--- config.mk ---
export PLATFORM = sky130hd
export DESIGN_NAME = sseg_scan_ctrl
export DESIGN_NICKNAME = d
export VERILOG_FILES = /design/src/rtl/sseg_pkg.sv /design/src/rtl/hex_to_sseg.sv /design/src/rtl/sseg_scan_ctrl.sv
export SDC_FILE = /design/constraint.sdc
export NUM_CORES = 1
export LEC_CHECK = 0
export CAP_MARGIN = 25
export CELL_PAD_IN_SITES_DETAIL_PLACEMENT = 1
export CELL_PAD_IN_SITES_GLOBAL_PLACEMENT = 1
export CORE_AREA = 2 2 92 94
export DETAILED_ROUTE_END_ITERATION = 10
export DIE_AREA = 0 0 94 96
export PLACE_DENSITY = 0.83
export SLEW_MARGIN = 20
export SYNTH_ARGS = -nofsm -noshare
export SYNTH_HDL_FRONTEND = slang
export SYNTH_SLANG_ARGS = --single-unit
--- constraint.sdc ---
create_clock -name i_clk -period 2.8 [get_ports i_clk]
set_input_delay 0.28 -clock i_clk [delete_from_list [all_inputs] [get_ports i_clk]]
set_output_delay 0.28 -clock i_clk [all_outputs]
set_load 0.02 [all_outputs]
--- src/rtl/sseg_pkg.sv ---
// Shared constants and types for the 7-segment scan controller.
package sseg_pkg;

    localparam logic [7:0] SSEG_OFF_N = 8'hFF;
    localparam int         MAX_DIGITS = 8;

    typedef enum logic {S_BLANK, S_ON} scan_state_t;

endpackage

--- src/rtl/hex_to_sseg.sv ---
// Hex nibble to active-low segment pattern {g,f,e,d,c,b,a}.
module hex_to_sseg (
    input  logic [3:0] hex,
    output logic [6:0] seg_n
);

    always_comb begin
        seg_n = 7'h7F;
        case (hex)
            4'h0: seg_n = 7'h40;
            4'h1: seg_n = 7'h79;
            4'h2: seg_n = 7'h24;
            4'h3: seg_n = 7'h30;
            4'h4: seg_n = 7'h19;
            4'h5: seg_n = 7'h12;
            4'h6: seg_n = 7'h02;
            4'h7: seg_n = 7'h78;
            4'h8: seg_n = 7'h00;
            4'h9: seg_n = 7'h10;
            4'hA: seg_n = 7'h08;
            4'hB: seg_n = 7'h03;
            4'hC: seg_n = 7'h46;
            4'hD: seg_n = 7'h21;
            4'hE: seg_n = 7'h06;
            4'hF: seg_n = 7'h0E;
            default: seg_n = 7'h7F;
        endcase
    end

endmodule

--- src/rtl/sseg_scan_ctrl.sv ---
// Multiplexed common-anode 7-segment scanner with blanking gap and
// frame-synchronous double-buffered display data.
module sseg_scan_ctrl
    import sseg_pkg::*;
#(
    parameter int N_DIGITS    = 4,
    parameter int DIGIT_TICKS = 50000,
    parameter int BLANK_TICKS = 500
) (
    input  logic                  i_clk,
    input  logic                  i_rst,
    input  logic [4*N_DIGITS-1:0] i_hex,
    input  logic [N_DIGITS-1:0]   i_dp,
    input  logic [N_DIGITS-1:0]   i_digit_en,
    input  logic                  i_load,
    output logic                  o_load_ack,
    output logic                  o_frame,
    output logic [N_DIGITS-1:0]   o_an_n,
    output logic [7:0]            o_sseg_n
);

    localparam int TW = (DIGIT_TICKS > 1) ? $clog2(DIGIT_TICKS) : 1;
    localparam int IW = (N_DIGITS > 1) ? $clog2(N_DIGITS) : 1;

    localparam logic [TW-1:0] TICK_LAST  = TW'(DIGIT_TICKS - 1);
    localparam logic [TW-1:0] BLANK_LAST = TW'(BLANK_TICKS - 1);
    localparam logic [IW-1:0] IDX_LAST   = IW'(N_DIGITS - 1);

    if (N_DIGITS < 1 || N_DIGITS > MAX_DIGITS) begin : g_bad_digits
        $error("sseg_scan_ctrl: N_DIGITS must be 1..%0d", MAX_DIGITS);
    end
    if (DIGIT_TICKS < 2) begin : g_bad_slot
        $error("sseg_scan_ctrl: DIGIT_TICKS must be >= 2");
    end
    if (BLANK_TICKS < 1 || BLANK_TICKS >= DIGIT_TICKS) begin : g_bad_blank
        $error("sseg_scan_ctrl: BLANK_TICKS must be 1..DIGIT_TICKS-1");
    end

    logic [TW-1:0] tick;
    logic [IW-1:0] idx;
    scan_state_t   state;
    logic          slot_end;
    logic          frame_end;

    assign slot_end  = (tick == TICK_LAST);
    assign frame_end = slot_end && (idx == IDX_LAST);

    always_ff @(posedge i_clk or posedge i_rst) begin
        if (i_rst) begin
            tick  <= '0;
            idx   <= '0;
            state <= S_BLANK;
        end else begin
            tick <= slot_end ? '0 : tick + 1'b1;
            if (slot_end)
                idx <= (idx == IDX_LAST) ? '0 : idx + 1'b1;
            case (state)
                S_BLANK: if (tick == BLANK_LAST) state <= S_ON;
                S_ON:    if (slot_end)           state <= S_BLANK;
                default:                         state <= S_BLANK;
            endcase
        end
    end

    logic [N_DIGITS-1:0][3:0] stg_hex, disp_hex;
    logic [N_DIGITS-1:0]      stg_dp, disp_dp;
    logic [N_DIGITS-1:0]      stg_en, disp_en;
    logic                     pending;
    logic                     commit;

    // A load presented in the boundary cycle bypasses staging so it is not
    // deferred a whole frame.
    assign commit = frame_end && (pending || i_load);

    always_ff @(posedge i_clk or posedge i_rst) begin
        if (i_rst) begin
            stg_hex  <= '0;
            stg_dp   <= '0;
            stg_en   <= '0;
            disp_hex <= '0;
            disp_dp  <= '0;
            disp_en  <= '0;
            pending  <= 1'b0;
        end else begin
            if (i_load) begin
                stg_hex <= i_hex;
                stg_dp  <= i_dp;
                stg_en  <= i_digit_en;
            end
            if (commit) begin
                disp_hex <= i_load ? i_hex      : stg_hex;
                disp_dp  <= i_load ? i_dp       : stg_dp;
                disp_en  <= i_load ? i_digit_en : stg_en;
                pending  <= 1'b0;
            end else if (i_load) begin
                pending  <= 1'b1;
            end
        end
    end

    logic [3:0] cur_hex;
    logic       cur_dp;
    logic       cur_en;
    logic [6:0] dec_seg_n;

    assign cur_hex = disp_hex[idx];
    assign cur_dp  = disp_dp[idx];
    assign cur_en  = disp_en[idx];

    hex_to_sseg u_dec (
        .hex   (cur_hex),
        .seg_n (dec_seg_n)
    );

    // Disabled digits still occupy their slot so brightness stays uniform.
    always_ff @(posedge i_clk or posedge i_rst) begin
        if (i_rst) begin
            o_an_n     <= '1;
            o_sseg_n   <= SSEG_OFF_N;
            o_load_ack <= 1'b0;
            o_frame    <= 1'b0;
        end else begin
            o_frame    <= frame_end;
            o_load_ack <= commit;
            if (state == S_ON && cur_en) begin
                o_an_n   <= ~(N_DIGITS'(1) << idx);
                o_sseg_n <= {~cur_dp, dec_seg_n};
            end else begin
                o_an_n   <= '1;
                o_sseg_n <= SSEG_OFF_N;
            end
        end
    end

endmodule

=== Word-level counts from Yosys, hierarchy flattened ===
Memory sizes are Yosys's and may differ from the RTL's.
Index checks and enable logic that the tools add are counted.

* Bits in registers: 82
* Logic and storage cells: 54
* Output and inout bits: 14
* Memory bits (read-only): 112
* Memories kept: 1
* Bits of input ports: 27

{| class="wikitable"
|+ Memory list
! name !! depth !! bits a word !! read ports !! clocked after memory_dff !! write ports !! RTL line !! RTL
|-
| (no name shown) || 16 || 7 || 1 || 0 || 0 || hex_to_sseg.sv:9 || <nowiki>case (hex)</nowiki>
|}

* Magnitude comparators: 1
* Add/sub/neg operators: 2
* Reduce and logical (&&, ||, !) cells: 5
* Bitwise operators: 3
* Shift-type cells: 1
* Equal/unequal tests: 3
* Multiplexer cells: 18

{| class="wikitable"
|+ Operators by type and width
! cell !! number
|-
| two-way mux 16 bit || 2
|-
| adder 16 x 1 -> 16 bit (second input constant) || 1
|-
| == test 16 bit (second input constant) || 1
|-
| == test 16 x 9 -> 1 bit (second input constant) || 1
|-
| two-way mux 4 bit || 4
|-
| binary-select mux 4 bit (select 2 bit) || 1
|-
| two-way mux 8 bit || 1
|-
| two-way mux 1 bit || 6
|-
| binary-select mux 1 bit (select 2 bit) || 2
|-
| NOT 4 bit || 1
|-
| left shift 1 x 2 -> 4 bit (first input constant) || 1
|-
| logical AND 1 bit || 3
|-
| less-than comparator 2 x 3 -> 1 bit (second input constant) || 1
|-
| adder 2 x 1 -> 2 bit (second input constant) || 1
|-
| == test 2 bit (second input constant) || 1
|-
| two-way mux 2 bit || 1
|-
| NOT 1 bit || 2
|-
| one-hot mux 1 bit (2 select lines) || 1
|-
| nonzero test 2 bit || 1
|-
| logical OR 1 bit || 1
|}

=== Logic depth before layout (Yosys ltp) ===
* Depth in word-level cells: 4
* Gate-level depth with buffers: 8
* Depth with buffers taken out: 7

=== By module ===
From an unflattened synthesis, not the netlist that was laid out.

* Cell total of the unflattened synthesis: 268
* Area, all modules: 3757.4 µm²

{| class="wikitable"
|+ By module, submodules not included
! module !! times used !! area each (µm²) !! sequential area each (µm²) !! cells each
|-
| sseg_scan_ctrl || 1 || 3509.6 || 2067.0 || 233
|-
| hex_to_sseg || 1 || 247.7 || 0.0 || 35
|}

=== Least setup slack after synthesis ===
Ideal clock, no wire load.

* Path kind: register to register
* Start point: register tick[10]
* End point: register disp_dp[3]
* Data required time: 2.673 ns
* Stages on the path, launching flop included: 7
* Slack: 0.621 ns
* Buffers on the path: 2
* Library setup time: 0.127 ns
* Arrival time: 2.051 ns
* Period minus slack after synthesis: 2.179 ns
* Cell sequence: dfrtp_1 > or4_4 > nor4_4 > and3b_1 > buf_4 > buf_6 > mux2_1

* Word-level cells in the longest chain between the ends: 3

{| class="wikitable"
|+ RTL lines
! element !! RTL line !! RTL
|-
| start: declaration || sseg_scan_ctrl.sv:39 || <nowiki>logic [TW-1:0] tick;</nowiki>
|-
| start signal: assignment || sseg_scan_ctrl.sv:54 || <nowiki>tick <= slot_end ? '0 : tick + 1'b1;</nowiki>
|-
| == test 16 bit || sseg_scan_ctrl.sv:45 || <nowiki>assign slot_end = (tick == TICK_LAST);</nowiki>
|-
| logical AND 1 bit || sseg_scan_ctrl.sv:46 || <nowiki>assign frame_end = slot_end && (idx == IDX_LAST);</nowiki>
|-
| logical AND 1 bit || sseg_scan_ctrl.sv:73 || <nowiki>assign commit = frame_end && (pending || i_load);</nowiki>
|-
| end signal: assignment || sseg_scan_ctrl.sv:92 || <nowiki>disp_dp <= i_load ? i_dp : stg_dp;</nowiki>
|-
| end: declaration || sseg_scan_ctrl.sv:66 || <nowiki>logic [N_DIGITS-1:0] stg_dp, disp_dp;</nowiki>
|}

No other way between the ends.
A chain may end at the register's enable or synchronous reset.

=== Final worst setup path ===
* Start point: register tick[11]
* End point: register disp_hex[10] in the netlist's numbering

* Word-level cells in the longest chain between the ends: 3

{| class="wikitable"
|+ RTL lines
! element !! RTL line !! RTL
|-
| == test 16 bit || sseg_scan_ctrl.sv:45 ||
|-
| logical AND 1 bit || sseg_scan_ctrl.sv:46 ||
|-
| logical AND 1 bit || sseg_scan_ctrl.sv:73 ||
|-
| end signal: assignment || sseg_scan_ctrl.sv:91 || <nowiki>disp_hex <= i_load ? i_hex : stg_hex;</nowiki>
|-
| end: declaration || sseg_scan_ctrl.sv:65 || <nowiki>logic [N_DIGITS-1:0][3:0] stg_hex, disp_hex;</nowiki>
|}

No other way between the ends.

==> results by group <==
Placement
  – Port bufs: 40
  – Worst slack at placement: 0.520 ns
  – Post-DP HPWL: 5120 um
  – Final GP Congestion: 0.729
  – Placed Cells: 398

Timing
  – Final hold vios: 0
  – Worst setup margin: between 0.5 and 0.6 ns
  – Final setup viols: 0
  – Max Fclk: roughly 440 MHz
  – Total negative slack: 0 ns
  – Crit share post-route: 81.3%
  – Relative slew margins: 62.3%
  – Crit path time final: 2.28 ns
  – RSZ-0062 raised after global routing: false
  – Final Slew Violations: 0
  – Worst slew pin tran: between 0.5 and 0.6 ns
  – Clock Skews: 0.0106 ns

Clock network
  – Skew-Pair Late Insertion Delay: between 0.3 and 0.4 ns
  – Number of buffers added for setup after CTS: 0
  – Root buffer cell: clkbuf_8
  – Clock Tree Buf Depth: 2
  – Clock slew at reported path FFs: 0.09 ns
  – CTS buffer count: 9
  – TritonCTS clock tree: built
  – Post-CTS resize count: 0
  – Clock Sinks: between 80 and 90
  – CTS Hold Bufs: 0
  – # H-tree levels: 3

Routing
  – Routed len/inst: 17.4 um
  – Routed wire length: 7220 um
  – Vias: between 2000 and 2500
  – Initial DRC Count: 72
  – DRC: 0
  – Post-route ant nets: 0
  – Number of vias per cell: 5.24
  – DR pass1 iterations: 4

Status
  – Outcome: completed

Logic synthesis
  – Synth Area in Simple Gates: 8.95%
  – Top-count cell post-synth: dfrtp_1
  – Multiplexer share of the synthesized area: 20.3%
  – YS warnings: 0
  – Number of synthesized register bits: slightly above 80
  – Main combinational cell family by area after synthesis: multiplexers
  – Number of flops mapped to enable cells by yosys: 0
  – Post-synthesis sequential area ratio: 57.8%
  – Post-synth top cells: 70 x dfrtp_1, 26 x mux2_2, 24 x mux2_1
  – Top-area cell type share of the netlist area: 49.0%
  – Synth async-reset ratio: 100%
  – Prevailing post-synth register cell: dfrtp_1
  – Post-Syn Instances: 260
  – Synth cell types: 43
  – Syn Area/Cell: between 10 and 15 um2
  – Area share of xor/xnor cells in the synthesized design: 2.69%
  – Post-Synthesis Net Count: approximately 300
  – Synth area leaders: dfrtp_1 49%, dfstp_2 8.8%, mux2_2 8.2%
  – Synth Area in Compound Gates: between 3 and 4%
  – Synth Area in Adders: 3.85%
  – Post-synth top area cell: dfrtp_1
  – Netlist Area Pre-Place: ~3600 um2

Min path
  – Worst hold path class: input port to async pin

Floorplan
  – Core area: 8050 um2
  – Row count: 33
  – Initial core utilization: 44.4%
  – Die area: roughly 9000 um2
  – Die extent in x: 94 um
  – Die Span Y: 96 um
  – Ports: 41

Critical path
  – Element type at the critical path end: flop
  – CP Data Arrival Time: between 2 and 3 ns
  – Critical path class: flop to flop
  – CP required: 3.03 ns
  – Startpoint types: flop
  – Crit-path max FO: 25

Global routing
  – Vias in the first global route: 2423
  – Pin count of the biggest net entering global routing: 83
  – Total global-route track usage: 18.3%
  – Overflow after GRT: 0
  – First-pass GRT wire length: 12400 um
  – Antenna violations before repair: 0

Cells and area
  – Filler cells: 800
  – Share of layout cells above drive strength 1: 22.0%
  – Layout Nets: 342
  – Final Instance Count excl. Fillers: roughly 410
  – Area Overhead vs Synth: 20.8%
  – Fin util: 53.7%
  – Ant. Diodes: 0

Power and ir drop
  – Peak VDD IR: 0.285 mV
  – Leak: 1.87 nW
  – Power per Cell Area: 540 nW/um2

Job
  – Max-cap violation count: 0
[sequential cells by signal (all words and copies together), names as in the netlist]
register    count
disp_dp         4
disp_en         4
disp_hex       16
idx             2
o_an_n          4
o_frame         1
o_load_ack      1
o_sseg_n        8
pending         1
state           1
stg_dp          4
stg_en          4
stg_hex        16
tick           16
[placed cells by master (no fill, tap or decap), types with 2 or more instances in the layout]
master	instances
mux2_1	24
inv_1	8
buf_4	4
nand4_1	6
xor2_1	6
o221ai_1	2
ha_1	11
bufinv_16	2
nor3_1	2
mux2_2	26
a21oi_1	3
mux2i_1	3
and4_1	2
nor4_1	2
nor3b_1	2
inv_6	2
dfstp_2	12
xnor2_1	5
nand3_1	4
clkbuf_8	10
o21ai_0	4
and2_1	3
o211ai_1	3
clkdlybuf4s50_1	40
or3_1	2
nor2_1	10
mux4_2	6
nand2_1	16
dfrtp_1	70
[worst paths after layout]
check	from	slack, ns	to	cells past startpoint
worst max-delay path	tick[11]	0.52	disp_hex[10]	5
worst min-delay path	i_rst	0.31	tick[15]	3
max in group asynchronous	i_rst	2.10	o_an_n[0]	3
worst min register to register	disp_hex[1]	0.49	disp_hex[1]	1
worst max register to register	tick[11]	0.52	disp_hex[10]	5
min in group i_clk	disp_hex[1]	0.49	disp_hex[1]	1
[metal layers]
metal	wire length, um	global-route usage [%]
met1	3220	23.4
met2	3690	31.2
met3	200	3.68
met4	107	6.52
met5	0	0
[power by group]
| part | switching [W] | internal, W |
|---|---|---|
| registers | 0.00000939 | 0.00122 |
| logic | 0.0000554 | 0.0000682 |
| clock network | 0.000450 | 0.000534 |
| total | 0.000514 | 0.00182 |
[logic make-up (layout without fill, tap and decap cells)]
group                    Yosys count  count (layout)
AO/OA/AOI/OAI                     19              19
multiplexers                      59              59
adder cells (fa/ha/maj)           11              11
AND/OR/NAND/NOR                   57              57
XOR/XNOR                          11              11
flip-flops                        82              82
buffers and inverters             21              70
[critical path, cell delays in order (launching register included)]
cell	delay, ns
dfrtp_1	0.45
or4_4	0.56
nor4_4	0.25
and3b_1	0.20
buf_4	0.31
mux2_1	0.37
[cell type report]
type,count,area (um2),area share (%)
clock buffers,11,141,3.27
clock inverters,5,85.1,1.97
inverters,9,35.0,0.810
multi-input cells,157,1410,32.7
flip-flops and latches,82,2070,47.8
well taps,105,131,3.04
repair buffers,45,450,10.4
[through the flow]
stage | cell area, um2 | hold slack [ns] | power [W]
6_report | 4320 | 0.307 | 0.00233
5_1_grt | 4320 | 0.356 | 0.00242
4_1_cts | 4320 | 0.347 | 0.00236
3_5_place_dp | 4100 | 0.469 | 0.00138
3_3_place_gp | 4100 | 0.463 | 0.00137
2_1_floorplan | 3580 | 0.445 | 0.00131
Power figures use the tool's default switching activity.
